[src/rtl/johnson_seq_pkg.sv]
// Shared types and helpers for the Johnson-ring sequencer.
//   state_e   : controller states (IDLE, RUN, DONE)
//   DIR_FWD   : shift left, q[0] takes ~q[N-1]
//   DIR_REV   : shift right, q[N-1] takes ~q[0]
//   phase_of  : legal phase index for a ring code, -1 if the code is illegal
package johnson_seq_pkg;

  typedef enum logic [1:0] {
    ST_IDLE = 2'd0,
    ST_RUN  = 2'd1,
    ST_DONE = 2'd2
  } state_e;

  localparam logic DIR_FWD = 1'b1;
  localparam logic DIR_REV = 1'b0;

  // A run of k ones anchored at bit 0 is phase k; a run of k ones anchored
  // at bit n-1 is phase 2n-k. The all-ones code matches the first form (phase n).
  function automatic int phase_of(input logic [31:0] code, input int n);
    int          k;
    logic [31:0] low_run;
    k = 0;
    for (int i = 0; i < 32; i++) begin
      if (code[i]) k++;
    end
    if (k == 0) return 0;
    low_run = (32'd1 << k) - 32'd1;
    if (code == low_run) return k;
    if (code == (low_run << (n - k))) return 2 * n - k;
    return -1;
  endfunction

endpackage

[src/rtl/johnson_core.sv]
// Bare N-bit Johnson (twisted-ring) shift register.
//   clock : rising-edge clock
//   reset : synchronous active-high reset, ring to all-zero
//   en    : advance one step in direction dir
//   clr   : force the ring to all-zero (wins over en)
//   dir   : DIR_FWD shifts left, DIR_REV shifts right
//   q     : registered ring value
module johnson_core
  import johnson_seq_pkg::*;
#(
  parameter int N = 4
) (
  input  logic         clock,
  input  logic         reset,
  input  logic         en,
  input  logic         clr,
  input  logic         dir,
  output logic [N-1:0] q
);

  logic [N-1:0] ring_q;
  logic [N-1:0] ring_d;

  always_comb begin
    // NOTE: default assigned first so every path drives ring_d and no latch is inferred.
    ring_d = ring_q;
    if (clr) begin
      ring_d = '0;
    end else if (en) begin
      if (dir == DIR_FWD) ring_d = {ring_q[N-2:0], ~ring_q[N-1]};
      else                ring_d = {~ring_q[0], ring_q[N-1:1]};
    end
  end

  always_ff @(posedge clock) begin
    // NOTE: non-blocking so every flop updates from the values present before the edge.
    if (reset) ring_q <= '0;
    else       ring_q <= ring_d;
  end

  assign q = ring_q;

endmodule

[src/rtl/johnson_seq_ctrl.sv]
// Sequencer that runs a Johnson ring for a programmed number of full rounds
// and stops at the all-zero code.
//   clock, reset : rising-edge clock, synchronous active-high reset
//   start        : begin a run (IDLE only); rounds and dir sampled with it
//   rounds       : number of full 2N-state rounds (0 gives an immediate done)
//   dir          : 1 forward, 0 reverse
//   hold         : freeze ring and counters while running
//   stop         : abort the run (beats hold), no done pulse
//   q            : ring value
//   phase_idx    : position of q in the 2N-state sequence
//   busy         : high while running
//   done         : one-cycle pulse on normal completion
//   rounds_left  : rounds remaining, including the current one
module johnson_seq_ctrl
  import johnson_seq_pkg::*;
#(
  parameter int N  = 4,
  parameter int RW = 8,
  parameter int PW = $clog2(2 * N)
) (
  input  logic          clock,
  input  logic          reset,
  input  logic          start,
  input  logic [RW-1:0] rounds,
  input  logic          dir,
  input  logic          hold,
  input  logic          stop,
  output logic [N-1:0]  q,
  output logic [PW-1:0] phase_idx,
  output logic          busy,
  output logic          done,
  output logic [RW-1:0] rounds_left
);

  localparam logic [PW-1:0] PHASE_LAST = PW'(2 * N - 1);

  state_e        state_q, state_d;
  logic [PW-1:0] phase_q, phase_d, phase_step;
  logic [RW-1:0] rounds_left_q, rounds_left_d;
  logic          dir_q, dir_d;
  logic          busy_q, done_q;
  logic          core_en, core_clr;
  logic          wrap;

  johnson_core #(.N(N)) u_core (
    .clock (clock),
    .reset (reset),
    .en    (core_en),
    .clr   (core_clr),
    .dir   (dir_q),
    .q     (q)
  );

  // Phase after one step in the latched direction; the ring returns to
  // all-zero exactly when this wraps to 0, which marks the round boundary.
  always_comb begin
    if (dir_q == DIR_REV) phase_step = (phase_q == '0) ? PHASE_LAST : phase_q - PW'(1);
    else                  phase_step = (phase_q == PHASE_LAST) ? '0 : phase_q + PW'(1);
  end

  assign wrap = (phase_step == '0);

  always_comb begin
    state_d       = state_q;
    phase_d       = phase_q;
    rounds_left_d = rounds_left_q;
    dir_d         = dir_q;
    core_en       = 1'b0;
    core_clr      = 1'b0;
    unique case (state_q)
      ST_IDLE: begin
        if (start) begin
          core_clr = 1'b1;
          phase_d  = '0;
          if (rounds != '0) begin
            state_d       = ST_RUN;
            rounds_left_d = rounds;
            dir_d         = dir;
          end else begin
            state_d = ST_DONE;
          end
        end
      end
      ST_RUN: begin
        if (stop) begin
          state_d       = ST_IDLE;
          core_clr      = 1'b1;
          phase_d       = '0;
          rounds_left_d = '0;
        end else if (!hold) begin
          core_en = 1'b1;
          phase_d = phase_step;
          if (wrap) begin
            // The final step itself lands the ring on all-zero, so no clear is needed.
            if (rounds_left_q == RW'(1)) begin
              state_d       = ST_DONE;
              rounds_left_d = '0;
            end else begin
              rounds_left_d = rounds_left_q - RW'(1);
            end
          end
        end
      end
      ST_DONE: state_d = ST_IDLE;
      default: state_d = ST_IDLE;
    endcase
  end

  always_ff @(posedge clock) begin
    if (reset) begin
      state_q       <= ST_IDLE;
      phase_q       <= '0;
      rounds_left_q <= '0;
      dir_q         <= DIR_FWD;
      busy_q        <= 1'b0;
      done_q        <= 1'b0;
    end else begin
      state_q       <= state_d;
      phase_q       <= phase_d;
      rounds_left_q <= rounds_left_d;
      dir_q         <= dir_d;
      busy_q        <= (state_d == ST_RUN);
      done_q        <= (state_d == ST_DONE);
    end
  end

  assign phase_idx   = phase_q;
  assign busy        = busy_q;
  assign done        = done_q;
  assign rounds_left = rounds_left_q;

endmodule

[config.mk]
export PLATFORM = sky130hd
export DESIGN_NAME = johnson_seq_ctrl
export DESIGN_NICKNAME = d
export VERILOG_FILES = /design/src/rtl/johnson_seq_pkg.sv /design/src/rtl/johnson_core.sv /design/src/rtl/johnson_seq_ctrl.sv
export SDC_FILE = /design/constraint.sdc
export NUM_CORES = 1
export LEC_CHECK = 0
export BUFFER_PORTS_ARGS = -buffer_cell sky130_fd_sc_hd__buf_4
export CORE_ASPECT_RATIO = 1.5
export CORE_MARGIN = 3
export CORE_UTILIZATION = 54
export CTS_BUF_LIST = sky130_fd_sc_hd__clkbuf_8
export DETAILED_ROUTE_END_ITERATION = 8
export PLACE_DENSITY_LB_ADDON = 0.1
export SLEW_MARGIN = 30
export SYNTH_ARGS = -nofsm -noshare
export SYNTH_HDL_FRONTEND = slang
export SYNTH_SLANG_ARGS = --single-unit
export TNS_END_PERCENT = 20
[constraint.sdc]
create_clock -name clock -period 3.1 [get_ports clock]
set_clock_uncertainty 0.05 [all_clocks]
set_input_delay 0.62 -clock clock [delete_from_list [all_inputs] [get_ports clock]]
set_output_delay 0.62 -clock clock [all_outputs]
set_load 0.03 [all_outputs]
==> results of run 1 <==
final cells by class:
class,instances,share of cell area (%)
Clock buffer,4,3.780
Sequential cell,20,27.49
Tap cell,22,1.890
Timing Repair Buffer,30,15.46
Inverter,7,1.804
Multi-Input combinational cell,110,49.57
sequential cells by signal, summed over array words and instances (netlist names):
signal and flops:
rounds_left 8, u_core.q 4, phase_idx 3, state_q 2, busy 1, dir_q 1, done 1
cells in the mapped netlist, types with 2 or more instances:
library cell and instances:
nor2_1 27, dfxtp_1 20, a211oi_1 10, a21oi_1 9
inv_1 7, ha_1 6, nand2_1 6, nor3_1 5
a221oi_1 4, clkbuf_1 4, or4_1 4, mux2i_1 3
nand2b_1 3, o21ai_0 3, xor2_1 3, a32oi_1 2
mux2_2 2, nand3_1 2
critical path, stage by stage (launching register included):
cell and delay [ps]:
dfxtp_1 360, ha_1 230, ha_1 290, or3b_1 350
a22o_1 240, a221o_1 430, a221oi_1 270, a211oi_1 80
worst paths after layout:
check                 startpoint  cells after the start              to  slack (ps)
hold / removal    rounds_left[7]                      2  rounds_left[7]         480
hold reg to reg   rounds_left[7]                      2  rounds_left[7]         480
setup reg to reg    phase_idx[0]                      7  rounds_left[1]         660
setup / recovery    phase_idx[0]                      7  rounds_left[1]         660
cell families after synthesis:
logic type                 count (synthesis)  synth area share [%]
muxes                                      5                 4.482
adders and majority gates                  6                 6.403
AOI/OAI and AO/OA                         38                 23.69
buffers and inverters                     13                 4.268
xor gates and xnor gates                   3                 2.242
and+or+nand+nor                           58                 24.76
DFF                                       20                 34.15
per-layer routing:
metal  vias to the layer above  GRT usage, %  part of all wire [%]
li1                        577             -                     -
met1                       559         23.93                    39
met5                         -             0                     0
met4                         0         12.08                   1.9
met3                         7         3.714                   6.4
met2                        59         41.06                    53
report_power, final:
part	switching [mW]	internal [mW]	leakage, nW
registers	0.0231	0.273	0.164
clock network	0.0875	0.113	0.0288
logic	0.103	0.0778	0.421
total	0.213	0.464	0.614
through the flow:
stage / setup slack [ps] / area [um^2] / hold slack (ps) / utilization (%)
2_1_floorplan: 672.6 / 1172 / 576.0 / -
3_3_place_gp: 772.1 / 1401 / 453.0 / 68.29
3_5_place_dp: 702.4 / 1401 / 467.7 / 68.29
4_1_cts: 688.9 / 1456 / 478.4 / 70.98
5_1_grt: 488.5 / 1456 / 504.0 / 70.98
6_report: 660.8 / 1456 / 476.5 / 70.98
==> run_results.csv, run 1 <==
group,metric,value,unit
outcome,status,"finished clean",
flow_run,maxCapViolations,0,
clocking,clockRootBuffer,"clkbuf_8",
placement,placed_cells,189,
worst_setup_path,cp_data_required_time,3190,ps
routing,vias_per_cell,6.228,
sta,fmax,0.4100,GHz
clocking,htreeDepth,1,
global_routing,grt_pass1_vias,1151,
yosys,async_reset_ff_share,0,%
global_routing,grt_pass1_wl,4885,um
global_routing,grt_use_total,22.85,%
floorplan,rows,20,
routing,post_drt_wl_per_cell,15.19,um
sta,rsz0062_at_grt,"false",
floorplan,coreArea,0.002052,mm^2
clocking,cts_resized,0,
power_and_ir_drop,power.total,0.6772,mW
yosys,ys.flop_type,"dfxtp_1",
global_routing,antenna_found_initial,0,
worst_setup_path,cp.arrival,2530,ps
global_routing,grt_max_degree,18,
floorplan,dieWidth,44.05,um
yosys,synth_edf_count,0,
sta,report.final.slew_viol_count,0,
sta,max_slew.worst_pin.slew,736.8,ps
power_and_ir_drop,power_density,465.0,mW/mm^2
routing,drtIter0Drc,50,
clocking,hold_buffers,0,
yosys,yosysTopAreaCell,"dfxtp_1",
yosys,syn_area_per_cell,8.198,um^2
floorplan,die_area,0.002778,mm^2
routing,drtPass1Iterations,4,
routing,drc,0,
final_layout,final_nets,192,
final_layout,area.sequential,400.4,um^2
yosys,synth.top_cell.area_share,34.15,%
yosys,synthCells,143,
floorplan,initial_core_util,57.13,%
placement,dpl.hpwl,2258,um
clocking,post_cts_buffers,0,
yosys,yosysWarnings,0,
clocking,worstSkewPairLatency,260,ps
hold_path,worstHoldPathType,"reg2reg",
worst_setup_path,cp-end-kind,"flip-flop",
placement,globalplace.congestion,0.8647,
final_layout,diodes,0,
final_layout,layout_common_cells,"30 x buf_4, 27 x nor2_1, 20 x dfxtp_1, 10 x a211oi_1, 9 x a21oi_1",
yosys,yosys-top-cells-area,"dfxtp_1 34%, nor2_1 8.6%, a211oi_1 6.4%, ha_1 6.4%, a21oi_1 3.8%",
routing,vias,1202,
final_layout,mostFrequentLayoutCell,"buf_4",
sta,report.final.hold_viol_count,0,
power_and_ir_drop,peakVddDrop,0.3041,mV
sta,slew_headroom,50.88,%
final_layout,layoutNonFillerInstCount,193,
final_layout,layout-drive-gt1-share,23.98,%
yosys,synth_cell_types,41,
worst_setup_path,cp_max_fo,9,
sta,setup-tns-final,0,ps
routing,wl,2931,um
floorplan,die_height,63.07,um
yosys,synthesis.area,0.001172,mm^2
clocking,cts_buffer_depth,2,
routing,antenna_left,0,
yosys,ys_seq_area_share,34.15,%
worst_setup_path,cp-start-kind,"flip-flop",
floorplan,io_pins,31,
clocking,cts_inserted_buffers,3,
yosys,synth-seq-cells,20,
placement,numPortBuffers,30,
worst_setup_path,crit_type,"reg2reg",
final_layout,flow.area_growth_from_synthesis,24.23,%
global_routing,grt_overflow,0,
power_and_ir_drop,leakagePower,0.6136,nW
yosys,synth_nets,163,
final_layout,fillers,176,
clocking,cts_tree,"done",
sta,period_minus_slack,2439,ps
clocking,clock_sinks,20,
clocking,path_clk_slew,70,ps
sta,setup_viol,0,
final_layout,multi_input_area,721.9,um^2
sta,period_share,78.68,%
Power figures use the tool's default switching activity.
==> run 2: changes to the inputs <==
- clock period: 3.1 -> 2.3 ns (I/O delays scaled with it)
==> run_results.csv, run 2 (synthesis gave the netlist of run 1 again) <==
group,metric,value,unit
routing,drc,0,
global_routing,grt_max_degree,18,
sta,report.final.hold_viol_count,0,
final_layout,fin_util,78.72,%
global_routing,antenna_found_initial,0,
floorplan,die_area,0.002778,mm^2
clocking,worstSkewPairLatency,260,ps
power_and_ir_drop,power_density,636.4,mW/mm^2
sta,slew_headroom,72.73,%
final_layout,diodes,0,
routing,wl,3369,um
sta,period_minus_slack,2277,ps
placement,globalplace.congestion,0.9121,
final_layout,final_nets,202,
global_routing,grt_pass1_wl,5223,um
hold_path,worstHoldPathType,"in2reg",
sta,report.final.slew_viol_count,0,
worst_setup_path,crit_type,"reg2reg",
final_layout,fillers,145,
placement,dpl.hpwl,2344,um
final_layout,area.sequential,405.4,um^2
floorplan,rows,20,
worst_setup_path,reg2regPathDepth,7,
global_routing,grt_pass1_vias,1179,
final_layout,layoutNonFillerInstCount,203,
clocking,clock_sinks,20,
worst_setup_path,cp.arrival,2380,ps
worst_setup_path,crit_chain,"ha_4 > ha_4 > or3b_1 > a22o_1 > a221o_2 > a211oi_2 > nor3_1",
placement,placed_cells,198,
sta,period_share,99.01,%
placement,numPortBuffers,30,
worst_setup_path,cp-end-kind,"flip-flop",
worst_setup_path,cp_num_buf_inv,0,
sta,setup_viol,0,
power_and_ir_drop,peakVddDrop,0.4979,mV
floorplan,io_pins,31,
worst_setup_path,cp_data_required_time,2400,ps
global_routing,grt_overflow,0,
clocking,clockRootBuffer,"clkbuf_8",
worst_setup_path,crit_path_top_delay_cell,"a221o_2",
routing,drtPass1Iterations,4,
flow_run,maxCapViolations,0,
routing,drtIter0Drc,44,
power_and_ir_drop,leakagePower,0.6728,nW
floorplan,coreArea,0.002052,mm^2
clocking,post_cts_buffers,0,
clocking,cts_buffer_depth,2,
worst_setup_path,path_delay_family,"compound AO/OA/AOI/OAI gates",
worst_setup_path,path_depth,7,
hold_path,hold_depth,2,
worst_setup_path,cp-start-kind,"flip-flop",
clocking,path_clk_slew,80,ps
sta,max_slew.worst_pin.slew,408.2,ps
routing,post_drt_wl_per_cell,16.60,um
routing,vias_per_cell,6.202,
power_and_ir_drop,power.total,1.028,mW
global_routing,grt_use_total,24.24,%
worst_setup_path,cp_common_cell,"ha_4",
final_layout,flow.area_growth_from_synthesis,37.78,%
worst_setup_path,cp_max_fo,5,
sta,fmax,0.4391,GHz
final_layout,largest_reg_flops,8,
clocking,htreeDepth,1,
routing,vias,1259,
clocking,cts_inserted_buffers,3,
clocking,cts_tree,"done",
floorplan,initial_core_util,57.13,%
final_layout,multi_input_area,792.0,um^2
routing,antenna_left,0,
final_layout,layout_common_cells,"39 x buf_4, 27 x nor2_1, 18 x dfxtp_1, 9 x a211oi_1, 8 x a21oi_1",
sta,setup-tns-final,0,ps
final_layout,layout-drive-gt1-share,33.70,%
worst_setup_path,worst_path_largest_cell_delay,430,ps
final_layout,mostFrequentLayoutCell,"buf_4",
floorplan,die_height,63.07,um
outcome,status,"finished clean",
floorplan,dieWidth,44.05,um
sta,rsz0062_at_grt,"true",
run 2: cell count changes in the layout (fill, tap and decap cells not counted), sizes merged:
cell | previous run | this run
bufinv | 0 | 1
a221o | 1 | 2
clkbuf | 4 | 3
buf | 30 | 39
run 2: area by class of cell:
type                    count  area share, %
flip-flops and latches     20          25.10
inverters                   7          1.627
repair buffers             39          18.13
clock inverters             1          1.859
clock buffers               3          2.556
multi-input cells         111          49.03
well taps                  22          1.704
run 2: worst paths after layout:
kind,endpoint,slack [ps],start
worst max-delay path,rounds_left[3],20,phase_idx[0]
worst min-delay path,dir_q,350,dir
worst min register to register,u_core.q[0],480,u_core.q[0]
worst max register to register,rounds_left[3],20,phase_idx[0]
run 2: report_power, final:
part	switching [mW]	internal [mW]	total [mW]
clock	0.117	0.232	0.350
sequential	0.0275	0.367	0.394
combinational	0.160	0.124	0.284
total	0.305	0.723	1.03
run 2: routing by layer:
metal  vias up  global-route usage, %  share of wire (%)
met5         -                      0                  0
met1       597                  26.52                 38
met2        54                  45.07                 56
met4         0                  7.925                1.2
li1        603                      -                  -
met3         5                  3.429                5.5
run 2: through the flow:
stage	worst slack (ps)	hold slack [ps]	instance area (um^2)
floorplan	9.055	519.3	1177
global placement	15.47	443.6	1474
detailed placement	-47.88	468.5	1474
CTS	-27.87	349.4	1556
global route	-52.12	364.1	1615
finish	22.74	353.5	1615
run 2: repair_timing:
item                                    in CTS  in global routing
resized for setup                            1                  9
endpoints found under the setup margin       5                 10
hold buffers                                 0                  0
gates cloned                                 1                  0
pin swaps                                    2                  5
==> run 3: changes to the inputs <==
- CORE_UTILIZATION: 54 -> 53
==> run_results.csv, run 3 (synthesis gave the netlist of run 1 again) <==
group,metric,value,unit
global_routing,grt_max_degree,18,
final_layout,final_nets,200,
clocking,cts_inserted_buffers,3,
clocking,path_clk_slew,80,ps
routing,vias,1266,
clocking,cts_buffer_depth,2,
clocking,clock_sinks,20,
power_and_ir_drop,leakagePower,0.6592,nW
sta,period_share,98.42,%
routing,routed.top_layer,"met4",
worst_setup_path,cp_data_required_time,2400,ps
floorplan,io_pins,31,
clocking,clockRootBuffer,"clkbuf_8",
floorplan,rows,20,
power_and_ir_drop,peakVddDrop,0.4045,mV
placement,globalplace.congestion,0.8997,
worst_setup_path,cp.arrival,2370,ps
final_layout,fillers,151,
worst_setup_path,worst_path_largest_cell_delay,440,ps
sta,setup-tns-final,0,ps
placement,numPortBuffers,30,
clocking,worstSkewPairLatency,260,ps
floorplan,dieWidth,44.40,um
global_routing,grt_pass1_wl,5423,um
worst_setup_path,crit_type,"reg2reg",
sta,max_slew.worst_pin.slew,437.1,ps
floorplan,initial_core_util,56.45,%
flow_run,maxCapViolations,0,
worst_setup_path,cp-start-kind,"flip-flop",
sta,rsz0062_at_grt,"true",
sta,slew_headroom,70.79,%
worst_setup_path,crit_path_top_delay_cell,"a221o_2",
power_and_ir_drop,power.total,0.9533,mW
routing,drtIter0Drc,24,
routing,antenna_left,0,
sta,fmax,0.4418,GHz
worst_setup_path,crit_chain,"ha_4 > ha_4 > or3b_1 > a22o_1 > a221o_2 > a221oi_4 > a211oi_2",
routing,drc,0,
routing,wl_met3,185,um
routing,wirelength_met1,1216,um
worst_setup_path,cp_num_buf_inv,0,
final_layout,mostFrequentLayoutCell,"buf_4",
sta,report.final.slew_viol_count,0,
sta,report.final.hold_viol_count,0,
floorplan,die_height,63.60,um
routing,drtPass1Iterations,4,
worst_setup_path,cp_common_cell,"ha_4",
final_layout,diodes,0,
worst_setup_path,cp_max_fo,5,
global_routing,grt_use_total,25.66,%
floorplan,die_area,0.002824,mm^2
placement,dpl.hpwl,2312,um
final_layout,largest_reg_flops,8,
power_and_ir_drop,power_density,591.1,mW/mm^2
global_routing,antenna_found_initial,0,
global_routing,grt_overflow,0,
hold_path,worstHoldPathType,"in2reg",
clocking,htreeDepth,1,
routing,wl_met2,1727,um
routing,wl,3269,um
sta,setup_viol,0,
sta,period_minus_slack,2264,ps
global_routing,grt_pass1_vias,1234,
floorplan,coreArea,0.002077,mm^2
outcome,status,"finished clean",
clocking,post_cts_buffers,0,
sta,layout_setup_ws,36.28,ps
final_layout,layout-drive-gt1-share,34.08,%
routing,vias_per_cell,6.299,
routing,post_drt_wl_per_cell,16.26,um
worst_setup_path,path_delay_family,"compound AO/OA/AOI/OAI gates",
placement,pre_cts_slack,-100.7,ps
final_layout,layout_common_cells,"37 x buf_4, 27 x nor2_1, 18 x dfxtp_1, 8 x a21oi_1, 8 x a211oi_1",
clocking,cts_tree,"done",
final_layout,flow.area_growth_from_synthesis,37.57,%
worst_setup_path,cp-end-kind,"flip-flop",
[run 3: what timing repair did]
action,CTS,global route
pin swaps,4,6
resized for setup,7,6
gates cloned,1,0
endpoints found under the setup margin,6,12
hold buffers,0,0
[run 3: worst paths after layout]
path	startpoint	slack (ps)	depth (start not counted)	endpoint
worst min-delay path	dir	350	2	dir_q
worst min register to register	u_core.q[0]	470	2	u_core.q[0]
worst max register to register	phase_idx[0]	40	7	rounds_left[1]
worst max-delay path	phase_idx[0]	40	7	rounds_left[1]
[run 3: where the power goes]
part           internal (mW)  switching, mW  total (mW)
clock                  0.153          0.120       0.273
combinational          0.123          0.163       0.286
sequential             0.367         0.0276       0.394
[run 3: final cells by class]
cell class / instances / area (um^2) / area share, %
Clock buffer: 4 / 55.05 / 3.413
Inverter: 7 / 26.28 / 1.629
Multi-Input combinational cell: 111 / 820.8 / 50.89
Sequential cell: 20 / 405.4 / 25.14
Tap cell: 22 / 27.53 / 1.707
Timing Repair Buffer: 37 / 277.8 / 17.22
[run 3: through the flow]
stage / cells / hold WS, ps / utilization (%) / cell area [um^2]
global placement: 196 / 443.3 / 70.24 / 1459
CTS: 201 / 345.0 / 75.00 / 1558
finish: 201 / 347.8 / 77.65 / 1613
detailed placement: 196 / 449.2 / 70.24 / 1459
floorplan: 143 / 519.3 / - / 1177
global route: 201 / 359.8 / 77.65 / 1613
[run 3: metal layers]
layer	vias to the layer above	global-route usage [%]
met1	600	25.48
met3	15	4.571
li1	601	-
met5	-	0
met4	0	14.72
met2	50	46.72
[run 3: worst register-to-register path, delay by kind of cell, from the launching register on]
| kind | cells | cell delay (ps) |
|---|---|---|
| flops | 1 | 360 |
| simple gates | 1 | 370 |
| fa+ha+maj | 2 | 370 |
| compound gates | 4 | 1000 |
